## config.mk

```make
export PLATFORM = sky130hd
export DESIGN_NAME = fetch_unit_flat
export DESIGN_NICKNAME = d
export VERILOG_FILES = /design/src/rtl/mips_pkg.sv /design/src/rtl/fetch_unit_if.sv /design/src/rtl/fetch_queue.sv /design/src/rtl/fetch_unit.sv /design/src/flat_wrapper.sv
export SDC_FILE = /design/constraint.sdc
export NUM_CORES = 1
export LEC_CHECK = 0
export CORE_MARGIN = 2
export CORE_UTILIZATION = 45
export DETAILED_ROUTE_END_ITERATION = 6
export PLACE_DENSITY = 0.77
export SLEW_MARGIN = 20
export SYNTH_ARGS = -nofsm -noshare
export SYNTH_HDL_FRONTEND = slang
export SYNTH_SLANG_ARGS = --single-unit
export TNS_END_PERCENT = 10
```

## constraint.sdc

```tcl
create_clock -name clk -period 6.2 [get_ports clk]
set_input_delay 1.24 -clock clk [delete_from_list [all_inputs] [get_ports clk]]
set_output_delay 1.24 -clock clk [all_outputs]
set_load 0.02 [all_outputs]
```

## src/rtl/mips_pkg.sv

```systemverilog
// Shared types and constants for the MIPS front end.
package mips_pkg;

    localparam int unsigned XLEN = 32;

    typedef logic [XLEN-1:0] word_t;
    typedef word_t           instr_t;

    localparam word_t DEFAULT_RESET_PC = 32'h0000_0000;

    typedef enum logic [0:0] {
        StRun,
        StFlush
    } fetch_state_e;

    function automatic word_t align_word(input word_t addr);
        return {addr[XLEN-1:2], 2'b00};
    endfunction

endpackage

```

## src/rtl/fetch_unit_if.sv

```systemverilog
// Fetch-unit bus bundle: imem request/response, decode-side output and redirect.
interface fetch_unit_if;
    import mips_pkg::*;

    logic   imem_req_valid;
    logic   imem_req_ready;
    word_t  imem_req_addr;
    logic   imem_rsp_valid;
    instr_t imem_rsp_data;
    logic   out_valid;
    logic   out_ready;
    instr_t out_instr;
    word_t  out_pc;
    word_t  out_pc4;
    logic   redirect;
    word_t  redirect_pc;

    modport master (
        output imem_req_valid, imem_req_addr, out_valid, out_instr, out_pc, out_pc4,
        input  imem_req_ready, imem_rsp_valid, imem_rsp_data, out_ready, redirect, redirect_pc
    );

    modport slave (
        input  imem_req_valid, imem_req_addr, out_valid, out_instr, out_pc, out_pc4,
        output imem_req_ready, imem_rsp_valid, imem_rsp_data, out_ready, redirect, redirect_pc
    );

endinterface

```

## src/rtl/fetch_queue.sv

```systemverilog
// Synchronous circular FIFO with flush; a pop frees room for a same-cycle push when full.
module fetch_queue #(
    parameter int unsigned Width = 32,
    parameter int unsigned Depth = 2,
    localparam int unsigned CntW = $clog2(Depth + 1)
) (
    input  logic             clk,
    input  logic             rst,
    input  logic             flush,
    input  logic             push,
    input  logic [Width-1:0] push_data,
    input  logic             pop,
    output logic [Width-1:0] head,
    output logic             empty,
    output logic [CntW-1:0]  count
);

    localparam int unsigned PtrW = (Depth > 1) ? $clog2(Depth) : 1;

    logic [Width-1:0] mem_q [Depth];
    logic [PtrW-1:0]  rd_ptr_q, wr_ptr_q;
    logic [CntW-1:0]  cnt_q;
    logic             full, do_push, do_pop;

    function automatic logic [PtrW-1:0] ptr_inc(input logic [PtrW-1:0] p);
        return (p == PtrW'(Depth - 1)) ? '0 : p + PtrW'(1);
    endfunction

    always_comb begin
        empty   = (cnt_q == '0);
        full    = (cnt_q == CntW'(Depth));
        do_pop  = pop && !empty;
        do_push = push && (!full || do_pop);
    end

    always_ff @(posedge clk) begin
        if (!rst || flush) begin
            rd_ptr_q <= '0;
            wr_ptr_q <= '0;
            cnt_q    <= '0;
        end else begin
            if (do_push) wr_ptr_q <= ptr_inc(wr_ptr_q);
            if (do_pop)  rd_ptr_q <= ptr_inc(rd_ptr_q);
            case ({do_push, do_pop})
                2'b10:   cnt_q <= cnt_q + CntW'(1);
                2'b01:   cnt_q <= cnt_q - CntW'(1);
                default: cnt_q <= cnt_q;
            endcase
        end
    end

    always_ff @(posedge clk) begin
        if (do_push) mem_q[wr_ptr_q] <= push_data;
    end

    assign head  = mem_q[rd_ptr_q];
    assign count = cnt_q;

endmodule

```

## src/rtl/fetch_unit.sv

```systemverilog
// Instruction fetch: issues sequential imem requests, queues responses, flushes on redirect.
module fetch_unit
    import mips_pkg::*;
#(
    parameter word_t       RESET_PC = DEFAULT_RESET_PC,
    parameter int unsigned QDEPTH   = 2
) (
    input logic          clk,
    input logic          rst,
    fetch_unit_if.master bus
);

    localparam int unsigned CntW = $clog2(QDEPTH + 1);
    localparam int unsigned SumW = CntW + 2;

    word_t           fetch_pc_q, fetch_pc_d;
    logic [CntW-1:0] drop_cnt_q, drop_cnt_d;
    fetch_state_e    state_q, state_d;

    logic            pend_empty, out_empty;
    logic [CntW-1:0] pend_cnt, out_cnt;
    word_t           pend_head;
    logic [2*XLEN-1:0] out_head;

    logic            req_valid, req_fire, rsp_keep, rsp_drop, out_fire;
    logic [SumW-1:0] outstanding, total;

    always_comb begin
        outstanding = SumW'(pend_cnt) + SumW'(drop_cnt_q);
        total       = outstanding + SumW'(out_cnt);
        req_valid   = rst && !bus.redirect && (total < SumW'(QDEPTH));
        req_fire    = req_valid && bus.imem_req_ready;
        // Stale responses drain first since imem answers strictly in order.
        rsp_keep    = bus.imem_rsp_valid && !bus.redirect && (state_q == StRun) && !pend_empty;
        rsp_drop    = bus.imem_rsp_valid && !bus.redirect && (state_q == StFlush);
        out_fire    = bus.out_valid && bus.out_ready;
    end

    always_comb begin
        fetch_pc_d = fetch_pc_q;
        drop_cnt_d = drop_cnt_q;
        state_d    = state_q;
        if (req_fire) fetch_pc_d = fetch_pc_q + XLEN'(4);
        unique case (state_q)
            StRun:   ;
            StFlush: if (rsp_drop) drop_cnt_d = drop_cnt_q - CntW'(1);
            default: ;
        endcase
        if (bus.redirect) begin
            fetch_pc_d = align_word(bus.redirect_pc);
            drop_cnt_d = (bus.imem_rsp_valid && outstanding != '0) ?
                         CntW'(outstanding - SumW'(1)) : CntW'(outstanding);
        end
        state_d = (drop_cnt_d != '0) ? StFlush : StRun;
    end

    always_ff @(posedge clk) begin
        if (!rst) begin
            fetch_pc_q <= RESET_PC;
            drop_cnt_q <= '0;
            state_q    <= StRun;
        end else begin
            fetch_pc_q <= fetch_pc_d;
            drop_cnt_q <= drop_cnt_d;
            state_q    <= state_d;
        end
    end

    fetch_queue #(
        .Width (XLEN),
        .Depth (QDEPTH)
    ) u_pending (
        .clk       (clk),
        .rst       (rst),
        .flush     (bus.redirect),
        .push      (req_fire),
        .push_data (fetch_pc_q),
        .pop       (rsp_keep),
        .head      (pend_head),
        .empty     (pend_empty),
        .count     (pend_cnt)
    );

    fetch_queue #(
        .Width (2 * XLEN),
        .Depth (QDEPTH)
    ) u_out (
        .clk       (clk),
        .rst       (rst),
        .flush     (bus.redirect),
        .push      (rsp_keep),
        .push_data ({pend_head, bus.imem_rsp_data}),
        .pop       (out_fire),
        .head      (out_head),
        .empty     (out_empty),
        .count     (out_cnt)
    );

    assign bus.imem_req_valid = req_valid;
    assign bus.imem_req_addr  = rst ? fetch_pc_q : RESET_PC;
    assign bus.out_valid      = rst && !out_empty;
    assign bus.out_pc         = out_head[2*XLEN-1:XLEN];
    assign bus.out_instr      = out_head[XLEN-1:0];
    assign bus.out_pc4        = bus.out_pc + XLEN'(4);

    rsp_has_owner: assert property (@(posedge clk) disable iff (!rst)
        bus.imem_rsp_valid |-> (outstanding != '0));

endmodule

```

## src/flat_wrapper.sv

```systemverilog
// flat-port wrapper written by rule: the top's interface ports become plain ports
module fetch_unit_flat import mips_pkg::*;
#(
    parameter word_t       RESET_PC = DEFAULT_RESET_PC,
    parameter int unsigned QDEPTH   = 2
)
  (clk, rst, bus_imem_req_valid, bus_imem_req_addr, bus_out_valid, bus_out_instr, bus_out_pc, bus_out_pc4, bus_imem_req_ready, bus_imem_rsp_valid, bus_imem_rsp_data, bus_out_ready, bus_redirect, bus_redirect_pc);
  fetch_unit_if bus_i ();
  input logic clk;
  input logic rst;
  output wire logic [$bits(bus_i.imem_req_valid)-1:0] bus_imem_req_valid;
  output wire logic [$bits(bus_i.imem_req_addr)-1:0] bus_imem_req_addr;
  output wire logic [$bits(bus_i.out_valid)-1:0] bus_out_valid;
  output wire logic [$bits(bus_i.out_instr)-1:0] bus_out_instr;
  output wire logic [$bits(bus_i.out_pc)-1:0] bus_out_pc;
  output wire logic [$bits(bus_i.out_pc4)-1:0] bus_out_pc4;
  input wire logic [$bits(bus_i.imem_req_ready)-1:0] bus_imem_req_ready;
  input wire logic [$bits(bus_i.imem_rsp_valid)-1:0] bus_imem_rsp_valid;
  input wire logic [$bits(bus_i.imem_rsp_data)-1:0] bus_imem_rsp_data;
  input wire logic [$bits(bus_i.out_ready)-1:0] bus_out_ready;
  input wire logic [$bits(bus_i.redirect)-1:0] bus_redirect;
  input wire logic [$bits(bus_i.redirect_pc)-1:0] bus_redirect_pc;
  assign bus_imem_req_valid = bus_i.imem_req_valid;
  assign bus_imem_req_addr = bus_i.imem_req_addr;
  assign bus_out_valid = bus_i.out_valid;
  assign bus_out_instr = bus_i.out_instr;
  assign bus_out_pc = bus_i.out_pc;
  assign bus_out_pc4 = bus_i.out_pc4;
  assign bus_i.imem_req_ready = bus_imem_req_ready;
  assign bus_i.imem_rsp_valid = bus_imem_rsp_valid;
  assign bus_i.imem_rsp_data = bus_imem_rsp_data;
  assign bus_i.out_ready = bus_out_ready;
  assign bus_i.redirect = bus_redirect;
  assign bus_i.redirect_pc = bus_redirect_pc;
  fetch_unit #(.RESET_PC(RESET_PC), .QDEPTH(QDEPTH)) u_core (.clk(clk), .rst(rst), .bus(bus_i));
endmodule
```

==> summary.md <==
| Metric | Value |
|---|---|
| Status | `finished, final reports clean` |
| Initial Utilization | `45.34%` |
| Clock Power Share | `43.5%` |
| Number of gates resized after CTS | `0` |
| Final instance area | `13200 um^2` |
| EDFF count, synth | `184` |
| Final setup viols | `0` |
| Minimum clock period | `5.039 ns` |
| CP max FO | `between 70 and 80` |
| WS Path Type | `flip-flop to output port` |
| Top Ports | `200` |
| DR vias/cell | `5.491` |
| Net count reported at finish | `approximately 1000` |
| Slowest CP cell | `buf_4` |
| Setup Buffers After CTS | `0` |
| Antenna cells | `0` |
| Combinational share of power | `roughly 6.7%` |
| Die area | `roughly 24000 um^2` |
| Post-layout util | `between 50% and 60%` |
| CTS tree | `done` |
| Clock sink count | `approximately 230` |
| Ys async rst share | `0%` |
| Hold/Removal Path Class | `flip-flop to flip-flop` |
| CTS max path bufs | `3` |
| Met3 GRT Util | `between 3 and 4%` |
| Largest delay share family, worst path | `buffers and inverters` |
| Filler cells | `approximately 1800` |
| Clk Latency, worst-skew pair | `0.51 ns` |
| Via Count | `6963` |
| Final wirelength | `roughly 23000 um` |
| Grt peak-use layer | `met2` |
| CP peak stage delay | `around 0.70 ns` |
| Top FF cell, synth | `edfxtp_1` |
| First-pass GRT wire length | `between 30000 and 40000 um` |
| Placed cell count | `roughly 1200` |
| P&R area growth vs syn | `29.73%` |
| Global route overflow | `0` |
| PwrDens | `~260 nW/um^2` |
| WP data arrival | `3.80 ns` |
| Max Slew Vio Count | `0` |
| DP Area | `roughly 12000 um^2` |
| Cells after synthesis | `between 700 and 800` |
| Vias in the first global route | `6852` |
| Post-route setup TNS | `0 ns` |
| Die Width | `154.3 um` |
| Antenna viol nets, final | `0` |
| Fin crit share | `between 80% and 90%` |
| Synth Register Bits | `227` |
| Share of layout cells above drive strength 1 | `14.45%` |
| Routability cong. | `roughly 0.84` |
| Worst clock skew | `about 0.022 ns` |
| Sw Ratio | `about a fifth` |
| Row count | `55` |
| Unrepaired setup endpoints after global routing | `no` |
| Startpoint Class | `flip-flop` |
| Largest net degree at the start of global routing | `between 70 and 80` |
| Drt drc | `0` |
| Max-cap violations | `0` |
| Clock-pin slew on the worst setup and hold paths | `roughly 0.060 ns` |
| Hold Vio Cnt, Final | `0` |
| Sequential fraction of the synthesis area | `a little over three fifths` |
| CP endpoint kind | `output port` |
| Cts hold-fix bufs | `0` |
| Peak VDD IR | `about 180 uV` |
| Core area | `~22000 um^2` |
| Worst Path Required | `between 4 and 5 ns` |
| Initial antenna violation count | `0` |
| Router iterations before antenna repair | `5` |
| H-tree depth | `1` |
| Worst rel slew slack | `between 30% and 40%` |
| Synth warn | `0` |
| Non-filler instance count after layout | `1268` |
| GRT Util Overall | `a little under a fifth` |
| Die Span Y | `between 150 and 200 um` |
| Int Pwr | `0.002738 W` |
| CP Cell Sequence | `buf_4, nand4_1, a21oi_2, nand3_1, nor4_1, xnor2_1, clkdlybuf4s50_1` |
| Netlist cell types | `just over 60` |
| Wire per inst | `~18 um` |
| IO buf count | `about 190` |
| Pleak | `roughly 4.5 nW` |
| Sequential share of power | `49.8%` |
| Syn Area/Cell | `13.17 um^2` |
| Initial drt markers | `roughly 610` |
| Num CTS Buffers | `24` |
| Root Driver | `clkbuf_16` |
| Met2 usage | `31.54%` |
| Psw | `around 0.0007 W` |
| CP bufs+invs | `2` |
| Synthesized cell area | `a little over 10000 um^2` |
| M1 GR Usage | `around a quarter` |
| Slew of the pin with the lowest slew margin | `slightly above 0.9 ns` |
| HPWL after detailed placement | `roughly 16000 um` |
| Fmax | `~200 MHz` |
[Yosys cell counts (all sizes together) (15+ instances only)]
master,n,share of area (%)
edfxtp,184,54
mux2,85,9.4
nand2,57,2.1
dfxtp,43,8.5
and2,32,2.0
nor2,30,1.1
nand3,25,1.2
xnor2,24,2.1
inv,23,0.85
a21oi,22,1.1
o21ai,22,1.1
buf,21,1.2
clkbuf,19,0.70
nand4,19,1.2
a31oi,15,0.92
and3,15,0.92
mux2i,15,1.5
[through the flow]
stage | total power (W) | hold WS, ns | setup slack, ns
detailed placement | 0.001972 | 0.4842 | 1.598
floorplan | 0.001861 | 0.4202 | 0.6240
global route | 0.003560 | 0.5101 | 0.8584
CTS | 0.003470 | 0.4996 | 1.090
global placement | 0.001966 | 0.4820 | 1.632
finish | 0.003441 | 0.5024 | 1.161
[state kept, by name (all words and copies together) (netlist names), named ones only]
name / cells
u_core.state_q: 1
u_core.u_out.count: 2
u_core.u_out.mem_q: 124
u_core.drop_cnt_q: 2
u_core.u_pending.mem_q: 60
u_core.u_out.rd_ptr_q: 1
u_core.u_out.wr_ptr_q: 1
u_core.fetch_pc_q: 30
u_core.u_pending.wr_ptr_q: 1
u_core.u_pending.rd_ptr_q: 1
u_core.u_pending.count: 2
[cell type report]
class	count	area (um^2)	area share, %
Sequential cell	227	6390	48.43
Tap cell	285	356.6	2.702
Multi-Input combinational cell	486	3530	26.75
Inverter	24	90.09	0.6827
Timing Repair Buffer	202	1994	15.11
Clock inverter	12	182.7	1.384
Clock buffer	32	651.9	4.940
[metal layers]
layer | wire [um] | vias up
met3 | 1873 | 29
met5 | 0 | -
li1 | - | 3298
met2 | 10800 | 303
met1 | 10140 | 3333
met4 | 373 | 0
[worst register-to-register path, delay by kind of cell, from the launching register on]
kind / cells / cell delay, ns
adders and majority gates: 3 / 1.02
DFF: 1 / 0.35
AOI/OAI and AO/OA: 2 / 0.87
and+or+nand+nor: 3 / 1.32
[power by group through the flow]
stage	logic, W	registers (W)	clock network (W)
final	0.000229	0.00171	0.00150
after global routing	0.000250	0.00172	0.00159
after CTS	0.000230	0.00171	0.00153
after detailed placement	0.000228	0.00174	0
after global placement	0.000223	0.00174	0
after floorplan	0.000128	0.00173	0
[kinds of logic (layout without fill, tap and decap cells)]
| group | after synthesis | in the layout | synth area share (%) |
|---|---|---|---|
| AO/OA/AOI/OAI | 95 | 95 | 6.089 |
| XOR/XNOR | 37 | 37 | 3.186 |
| adder cells (fa/ha/maj) | 7 | 7 | 1.009 |
| buffers and inverters | 64 | 270 | 2.805 |
| flip-flops | 227 | 227 | 62.79 |
| multiplexers | 100 | 100 | 10.89 |
| other | 1 | 6 | 0.03687 |
| AND/OR/NAND/NOR | 241 | 241 | 13.20 |
[placed cells by master, fill, tap and decap left out, drive strengths merged, types with 4 or more instances in the layout]
cell / instances
a211oi: 6
a21oi: 22
a22oi: 5
a31oi: 15
and2: 32
and3: 15
buf: 11
bufinv: 5
clkbuf: 32
clkdlybuf4s50: 191
clkinv: 7
conb: 6
dfxtp: 43
edfxtp: 184
ha: 5
inv: 23
mux2: 85
mux2i: 15
nand2: 57
nand3: 25
nand3b: 8
nand4: 19
nand4b: 8
nor2: 30
nor3: 14
nor4: 14
o21ai: 22
or3: 6
or4: 4
xnor2: 24
xor2: 13
[path summary, 6_finish.rpt]
path / start / to / slack, ns / cells past startpoint
hold reg to reg: u_core.u_pending.rd_ptr_q / flip-flop / 0.50 / 2
setup / recovery: flip-flop / bus_out_pc4[28] / 1.16 / 7
setup reg to reg: u_core.u_pending.count[0] / u_core.fetch_pc_q[23] / 2.54 / 8
hold / removal: u_core.u_pending.rd_ptr_q / flip-flop / 0.50 / 2
No activity file was read; power rests on OpenSTA's default activity.
